File: src/rtl/core_pipe_exec_lsu.sv
// core_pipe_exec_lsu: execute-stage load/store controller.
// Issues one outstanding access at a time on the dmem bus and returns
// extended load data for writeback. It also flags misaligned accesses and
// bus errors.
// Optional build macro LSU_REQ_TIMEOUT_EN adds a grant timeout that ends a
// stuck request as a bus error after TIMEOUT_CYCLES cycles in REQ.
module core_pipe_exec_lsu #(
   parameter int XLEN           = 64,
   parameter int MEM_ADDR_W     = 64,
   parameter int TIMEOUT_CYCLES = 255
) (
   input  logic                  g_clk,
   input  logic                  g_resetn,
   input  logic                  lsu_valid,
   output logic                  lsu_ready,
   input  logic                  lsu_new_instr,
   input  logic                  lsu_flush,
   input  logic                  lsu_load,
   input  logic                  lsu_store,
   input  logic [1:0]            lsu_width,
   input  logic                  lsu_signed,
   input  logic [XLEN-1:0]       lsu_addr,
   input  logic [XLEN-1:0]       lsu_wdata,
   output logic                  lsu_rd_wen,
   output logic [XLEN-1:0]       lsu_rd_wdata,
   output logic                  lsu_excep_align,
   output logic                  lsu_excep_bus,
   output logic                  dmem_req,
   output logic [MEM_ADDR_W-1:0] dmem_addr,
   output logic                  dmem_wen,
   output logic [7:0]            dmem_strb,
   output logic [63:0]           dmem_wdata,
   input  logic                  dmem_gnt,
   input  logic                  dmem_err,
   input  logic [63:0]           dmem_rdata
);

   typedef enum logic [1:0] {IDLE, REQ, DONE} state_t;

   state_t                state_q, state_d;
   logic [MEM_ADDR_W-1:0] addr_q, addr_d;
   logic [7:0]            strb_q, strb_d;
   logic [63:0]           wdata_q, wdata_d;
   logic                  wen_q, wen_d;
   logic                  load_q, load_d;
   logic [1:0]            width_q, width_d;
   logic                  signed_q, signed_d;
   logic [2:0]            off_q, off_d;
   logic                  discard_q, discard_d;
   logic                  err_q, err_d;
   logic                  first_q, first_d;
   logic [XLEN-1:0]       rdata_q, rdata_d;

   logic                  op;
   logic                  misaligned;
   logic [7:0]            baseMask;
   logic [63:0]           wdataRep;
   logic [63:0]           shifted;
   logic [XLEN-1:0]       loadExt;
   logic                  timeoutHit;

   assign op         = lsu_valid && (lsu_load || lsu_store);
   assign misaligned = (lsu_width == 2'd1 && lsu_addr[0])
                    || (lsu_width == 2'd2 && lsu_addr[1:0] != 2'b00)
                    || (lsu_width == 2'd3 && lsu_addr[2:0] != 3'b000);
   assign shifted    = dmem_rdata >> {off_q, 3'b000};

`ifdef LSU_REQ_TIMEOUT_EN
   localparam int CntW = ($clog2(TIMEOUT_CYCLES + 1) > 8) ? $clog2(TIMEOUT_CYCLES + 1) : 8;
   logic [CntW-1:0] cnt_q, cnt_d;

   assign timeoutHit = !dmem_gnt && (cnt_q == CntW'(TIMEOUT_CYCLES - 1));

   // Grant-wait counter: cleared when a request starts, counts ungranted REQ cycles
   always_comb begin
      cnt_d = cnt_q;
      if (state_q == IDLE) begin
         cnt_d = '0;
      end else if (state_q == REQ && !dmem_gnt) begin
         cnt_d = cnt_q + 1'b1;
      end
   end

   // Grant-wait counter register
   always_ff @(posedge g_clk) begin
      if (!g_resetn) begin
         cnt_q <= '0;
      end else begin
         cnt_q <= cnt_d;
      end
   end
`else
   assign timeoutHit = 1'b0;
`endif

   // Byte mask and lane-replicated store data for the requested access size
   always_comb begin
      baseMask = 8'h01;
      wdataRep = {8{lsu_wdata[7:0]}};
      case (lsu_width)
         2'd1: begin baseMask = 8'h03; wdataRep = {4{lsu_wdata[15:0]}}; end
         2'd2: begin baseMask = 8'h0F; wdataRep = {2{lsu_wdata[31:0]}}; end
         2'd3: begin baseMask = 8'hFF; wdataRep = lsu_wdata[63:0];      end
         default: ;
      endcase
   end

   // Pick the addressed bytes out of the read doubleword and extend to XLEN
   always_comb begin
      loadExt = shifted;
      case (width_q)
         2'd0: loadExt = {{(XLEN-8){signed_q & shifted[7]}}, shifted[7:0]};
         2'd1: loadExt = {{(XLEN-16){signed_q & shifted[15]}}, shifted[15:0]};
         2'd2: loadExt = {{(XLEN-32){signed_q & shifted[31]}}, shifted[31:0]};
         default: loadExt = shifted;
      endcase
   end

   // Next-state logic for the access sequencer
   always_comb begin
      state_d   = state_q;
      addr_d    = addr_q;
      strb_d    = strb_q;
      wdata_d   = wdata_q;
      wen_d     = wen_q;
      load_d    = load_q;
      width_d   = width_q;
      signed_d  = signed_q;
      off_d     = off_q;
      discard_d = discard_q;
      err_d     = err_q;
      rdata_d   = rdata_q;
      case (state_q)
         IDLE: begin
            if (op && !misaligned && !lsu_flush) begin
               state_d   = REQ;
               addr_d    = {lsu_addr[MEM_ADDR_W-1:3], 3'b000};
               strb_d    = 8'(baseMask << lsu_addr[2:0]);
               wdata_d   = wdataRep;
               wen_d     = lsu_store;
               load_d    = lsu_load && !lsu_store;
               width_d   = lsu_width;
               signed_d  = lsu_signed;
               off_d     = lsu_addr[2:0];
               discard_d = 1'b0;
               err_d     = 1'b0;
            end
         end
         REQ: begin
            discard_d = discard_q || lsu_flush;
            if (dmem_gnt) begin
               if (discard_q || lsu_flush) begin
                  state_d = IDLE;
               end else begin
                  state_d = DONE;
                  err_d   = dmem_err;
                  rdata_d = loadExt;
               end
            end else if (timeoutHit) begin
               state_d = (discard_q || lsu_flush) ? IDLE : DONE;
               err_d   = 1'b1;
            end
         end
         DONE: begin
            if (lsu_new_instr || lsu_flush) begin
               state_d = IDLE;
            end
         end
         default: state_d = IDLE;
      endcase
      first_d = (state_d == DONE) && (state_q != DONE);
   end

   // Sequencer state and captured access fields
   always_ff @(posedge g_clk) begin
      if (!g_resetn) begin
         state_q   <= IDLE;
         addr_q    <= '0;
         strb_q    <= '0;
         wdata_q   <= '0;
         wen_q     <= 1'b0;
         load_q    <= 1'b0;
         width_q   <= '0;
         signed_q  <= 1'b0;
         off_q     <= '0;
         discard_q <= 1'b0;
         err_q     <= 1'b0;
         first_q   <= 1'b0;
         rdata_q   <= '0;
      end else begin
         state_q   <= state_d;
         addr_q    <= addr_d;
         strb_q    <= strb_d;
         wdata_q   <= wdata_d;
         wen_q     <= wen_d;
         load_q    <= load_d;
         width_q   <= width_d;
         signed_q  <= signed_d;
         off_q     <= off_d;
         discard_q <= discard_d;
         err_q     <= err_d;
         first_q   <= first_d;
         rdata_q   <= rdata_d;
      end
   end

   // Bus drive, handshake and exception outputs
   always_comb begin
      dmem_req        = (state_q == REQ);
      dmem_addr       = dmem_req ? addr_q  : '0;
      dmem_wen        = dmem_req ? wen_q   : 1'b0;
      dmem_strb       = dmem_req ? strb_q  : 8'h00;
      dmem_wdata      = dmem_req ? wdata_q : 64'h0;
      lsu_excep_align = (state_q == IDLE) && op && misaligned;
      lsu_excep_bus   = (state_q == DONE) && err_q;
      lsu_rd_wen      = (state_q == DONE) && first_q && load_q && !err_q;
      lsu_rd_wdata    = rdata_q;
      lsu_ready       = 1'b0;
      case (state_q)
         IDLE:    lsu_ready = !(op && !misaligned && !lsu_flush);
         DONE:    lsu_ready = 1'b1;
         default: lsu_ready = 1'b0;
      endcase
   end

endmodule
File: config.mk
export PLATFORM = sky130hd
export DESIGN_NAME = core_pipe_exec_lsu
export DESIGN_NICKNAME = d
export VERILOG_FILES = /design/src/rtl/core_pipe_exec_lsu.sv
export SDC_FILE = /design/constraint.sdc
export NUM_CORES = 1
export LEC_CHECK = 0
export CORE_MARGIN = 5
export CORE_UTILIZATION = 46
export CTS_CLUSTER_SIZE = 10
export DETAILED_ROUTE_END_ITERATION = 8
export PLACE_DENSITY_LB_ADDON = 0.2
export SLEW_MARGIN = 10
export SYNTH_ARGS = -nofsm -noshare
export SYNTH_HDL_FRONTEND = slang
export SYNTH_SLANG_ARGS = --single-unit
File: constraint.sdc
create_clock -name g_clk -period 3 [get_ports g_clk]
set_clock_uncertainty 0.15 [all_clocks]
set_input_delay 0.45 -clock g_clk [delete_from_list [all_inputs] [get_ports g_clk]]
set_output_delay 0.45 -clock g_clk [all_outputs]
set_load 0.01 [all_outputs]
==> results, run 1 <==
- The run finished with clean final reports.
- Once the floorplan was initialized, standard cells occupied 46.7% of the core.
- TritonCTS built the clock tree.
- The critical register-to-register path startpoint is off_q[1].
- The I/O pin count is between 400 and 500.
- The part of the Yosys area used for sequential elements is 35.9%.
- The congestion estimate from routability-driven global placement came to 0.930.
- After technology mapping, the gate count stands at 1,389.
- The count of nets left with antenna violations once routing finished came out at 0.
- The register bit total from synthesis is 210.
- The standard cell area after detailed placement is 15,900 um2.
- The cell area after synthesis is around 12,000 um2.
- The total count of hold-check failures in the final report is 0.
- The post-route cell area is roughly 17,000 um2.
- The clock period could shrink to 2.84 ns.
- Dividing the detail-routed via count by the number of cells gives 5.51.
- The share of cells above drive strength 1 is around 8.3%.
- The number of enable-type register cells in the synthesized netlist is 0.
- The signal on the critical path passes through nor2b_4 -> buf_12 -> and2_1 -> clkdlybuf4s50_1.
- After synthesis, the share of flip-flops with an asynchronous set or reset is 0%.
- Grouping stages by cell kind, the critical path spends the most delay in buffers and inverters.
- For this design the total switching power over the nets is ~1.7 mW.
- Relative to the synthesized area, the layout overhead comes to 42.1%.
- STA classifies the critical path endpoint as an output port.
- The total number of vias is 11,361.
- The peak fanout along the critical path is 69.
- The capturing point of the worst reg2reg path is lsu_rd_wdata[12].
- STA classifies the critical path startpoint as a flip-flop.
- Data on the critical path is required at its endpoint by 2.40 ns.
- Dividing the final minimum period by the clock period gives 94.5%.
- The floorplan step set the die width to 170 um.
- The combinational share of power is between 10% and 20%.
- Yosys printed 0 warnings.
- The global route total overflow is 0.
- After detailed routing, the total wire length is 41.6 mm.
- The maximum frequency from static timing analysis is approximately 0.35 GHz.
- The number of detailed-route iterations in the first pass is 6.
- Global routing used 27.4% of the available tracks.
- The number of antenna violations at the first check in global routing came to 6.
- For this run, the post-layout net count is 1,924.
- The internal cell power is 4.95 mW.
- The latest clock arrival within the worst-skew pair is 0.52 ns.
- The clock passes through at most 3 buffers.
- The static leakage is 6.19 nW.
- The core area is 25,100 um2.
- The worst pin sits at a relative slew slack of 46.9%.
- The tool flagged a number of max-cap violations equal to 0.
- The path type of the worst min-delay path is in -> reg.
- The number of clock buffers added by TritonCTS is 25.
- The number of buffers added on ports is 406.
- The timing startpoint of the critical path is state_q[0].
- Setup violations remaining at the end of the flow were counted as 0.
- Clock-pin slew was measured on the worst setup and hold paths at 0.06 ns.
- Clock tree synthesis found a total of between 200 and 250 sinks.
- Setup repair after global routing left no endpoint under its margin.
- The final max-slew violation count was 0.
- The worst IR drop on VDD is 389 uV.
- After synthesis, the netlist uses 64 different library cells.
- The wire-length estimate of the detail-placed layout is 30.1 mm.
- The library cell contributing the largest single delay on the critical path is sky130_fd_sc_hd__clkdlybuf4s50_1.
- The power share of the clock group is 41.1%.
- The number of cells on the worst reg-to-reg path is 5.
- The via count of the first global-routing pass is 11,054.
- The most used flip-flop cell after synthesis is sky130_fd_sc_hd__dfxtp_1.
- The critical path is of the reg -> out type.
- The initial detailed-routing violation count is 1,078.
- For this design, the CTS-stage hold fixing added 0 buffers.
- The standard-cell row count is 58.
- The critical path data arrival time is 2.24 ns.
- In this design, the stage delay of the slowest critical-path cell is 0.61 ns.
- The y dimension of the die is 170 um.
- The total negative slack is 0 ns.
- The average footprint of a synthesized cell is between 8 and 9 um2.
- After detailed routing, the average wire length per cell comes to around 20 um.
- Setup slack on the worst reg-to-reg path comes out at 0.40 ns.
- The number of design rule violations left after detail routing is 0.
- The transition time at the pin with the least slew margin is 0.794 ns.
- The number of logic stages on the critical path including buffering is 4.
- The first-pass GRT wire length is 63.7 mm.
- The share of power burned in registers is 44.1%.
- Entering global routing, the biggest net connects 89 pins.
- Together, buffers and inverters on the worst path number 2.
- In this run the worst setup path terminates at dmem_wdata[58].
- In this run switching power makes up between 20% and 30% of total power.
- The die covers 28,800 um2.
- The cell area power density is 397 nW/um2.
- The clock tree root buffer cell is sky130_fd_sc_hd__clkbuf_16.
- The number of levels in the clock H-tree is 1.
[layer usage]
layer	up-vias	global-route usage, %	part of all wire [%]
met4	2	10.3	3.8
met2	474	43.7	46
met3	82	4.98	7.5
met1	5334	37.2	43
met5	-	0	0.017
li1	5469	-	-
[flip-flops by register name, summed over array words and instances (netlist names), 2 cells and up]
| name | cells |
|---|---|
| lsu_rd_wdata | 64 |
| wdata_q | 64 |
| state_q | 2 |
| addr_q | 61 |
| off_q | 3 |
| width_q | 2 |
| strb_q | 8 |
[timing repair]
action | in CTS | in global routing
setup endpoints to repair | 0 | 3
setup buffers | 0 | 0
gates resized for setup | 0 | 1
[power groups by stage]
| stage | registers [mW] | logic, mW | clock network [mW] |
|---|---|---|---|
| 6_report | 2.92 | 0.977 | 2.71 |
| 5_1_grt | 2.92 | 1.05 | 2.88 |
| 4_1_cts | 2.91 | 0.970 | 2.76 |
| 3_5_place_dp | 2.97 | 0.964 | 0 |
| 3_3_place_gp | 2.97 | 0.954 | 0 |
| 2_1_floorplan | 2.96 | 0.479 | 0 |
[layout make-up]
type	instances	area [um2]
Multi-Input combinational cell	1043	6910
Tap cell	330	413
Inverter	4	15.0
Clock inverter	1	8.76
Clock buffer	33	686
Fill cell	2134	8470
Timing Repair Buffer	436	4390
Antenna cell	6	15.0
Sequential cell	210	4210
[cells in the mapped netlist, types with 6 or more instances]
| library cell | number | area share (%) |
|---|---|---|
| sky130_fd_sc_hd__a21oi_2 | 10 | 0.75 |
| sky130_fd_sc_hd__dfxtp_1 | 210 | 36 |
| sky130_fd_sc_hd__nand2_1 | 272 | 8.7 |
| sky130_fd_sc_hd__nand2b_1 | 13 | 0.69 |
| sky130_fd_sc_hd__or2_2 | 10 | 0.53 |
| sky130_fd_sc_hd__a21oi_1 | 38 | 1.6 |
| sky130_fd_sc_hd__buf_2 | 30 | 1.3 |
| sky130_fd_sc_hd__a211oi_1 | 7 | 0.45 |
| sky130_fd_sc_hd__and2_1 | 137 | 7.3 |
| sky130_fd_sc_hd__mux2i_1 | 96 | 8.2 |
| sky130_fd_sc_hd__a21oi_4 | 10 | 1.4 |
| sky130_fd_sc_hd__nand3_1 | 27 | 1.2 |
| sky130_fd_sc_hd__o211a_1 | 40 | 3.4 |
| sky130_fd_sc_hd__mux4_2 | 21 | 4.0 |
| sky130_fd_sc_hd__o21ai_0 | 52 | 2.2 |
| sky130_fd_sc_hd__o221a_2 | 15 | 1.4 |
| sky130_fd_sc_hd__o22a_1 | 8 | 0.60 |
| sky130_fd_sc_hd__clkbuf_1 | 87 | 2.8 |
| sky130_fd_sc_hd__nor2_1 | 75 | 2.4 |
| sky130_fd_sc_hd__nor3b_1 | 10 | 0.64 |
| sky130_fd_sc_hd__o311ai_0 | 8 | 0.60 |
| sky130_fd_sc_hd__a21boi_0 | 101 | 6.5 |
| sky130_fd_sc_hd__a31oi_1 | 16 | 0.85 |
| sky130_fd_sc_hd__buf_6 | 7 | 0.67 |
| sky130_fd_sc_hd__buf_1 | 6 | 0.19 |
| sky130_fd_sc_hd__nor2b_1 | 14 | 0.75 |
| sky130_fd_sc_hd__o211ai_1 | 17 | 1.1 |
[kinds of logic (layout without fill, tap and decap cells)]
group                  count (synthesis)  after routing  share of synthesized area (%)
DFF                                  210            210                           35.9
and+or+nand+nor                      580            580                           23.8
buffers and inverters                138            474                           5.43
other                                  1              9                         0.0320
AOI/OAI and AO/OA                    341            341                           22.3
muxes                                119            119                           12.6
[through the flow]
| step | hold slack [ns] | cells | total power, mW | util [%] | worst slack (ns) |
|---|---|---|---|---|---|
| 2_1_floorplan | 0.286 | 1391 | 3.44 | - | 0.717 |
| 3_3_place_gp | 0.295 | 2023 | 3.92 | 63.5 | 0.261 |
| 3_5_place_dp | 0.303 | 2023 | 3.94 | 63.5 | 0.186 |
| 4_1_cts | 0.260 | 2057 | 6.65 | 66.2 | 0.0740 |
| 5_1_grt | 0.302 | 2062 | 6.85 | 66.3 | 0.0785 |
| 6_report | 0.278 | 2063 | 6.61 | 66.3 | 0.164 |
[layout by cell type, fill, tap and decap left out, drive strengths merged, types with 16 or more instances in the layout]
cell / instances
mux4: 22
and2: 137
dfxtp: 210
nand2: 272
a21boi: 102
a21oi: 58
nand3: 27
o211ai: 17
a31oi: 16
o211a: 40
nor2: 76
mux2i: 96
o21ai: 52
buf: 33
clkdlybuf4s50: 403
clkbuf: 33
[worst min-delay path by stage]
stage	cells after the start	start	slack, ns	to
floorplan	2	strb_q[0]	0.29	strb_q[0]
global placement	2	addr_q[13]	0.30	addr_q[13]
detailed placement	2	wdata_q[53]	0.30	wdata_q[53]
CTS	2	g_resetn	0.26	lsu_rd_wdata[5]
global route	2	g_resetn	0.30	lsu_rd_wdata[5]
finish	2	g_resetn	0.28	lsu_rd_wdata[5]
(Power assumes the default switching activity.)
==> run 2, diff against run 1 <==
- ABC_CLOCK_PERIOD_IN_PS: default -> 3000
- SKIP_CTS_REPAIR_TIMING: default -> 1
==> results of run 2 <==
Final layout, timing and power as in run 1 (identical DEF).
==> run 3, diff against run 2 <==
- CAP_MARGIN: default -> 40
==> results of run 3 <==
Final layout, timing and power as in run 1 (identical DEF).
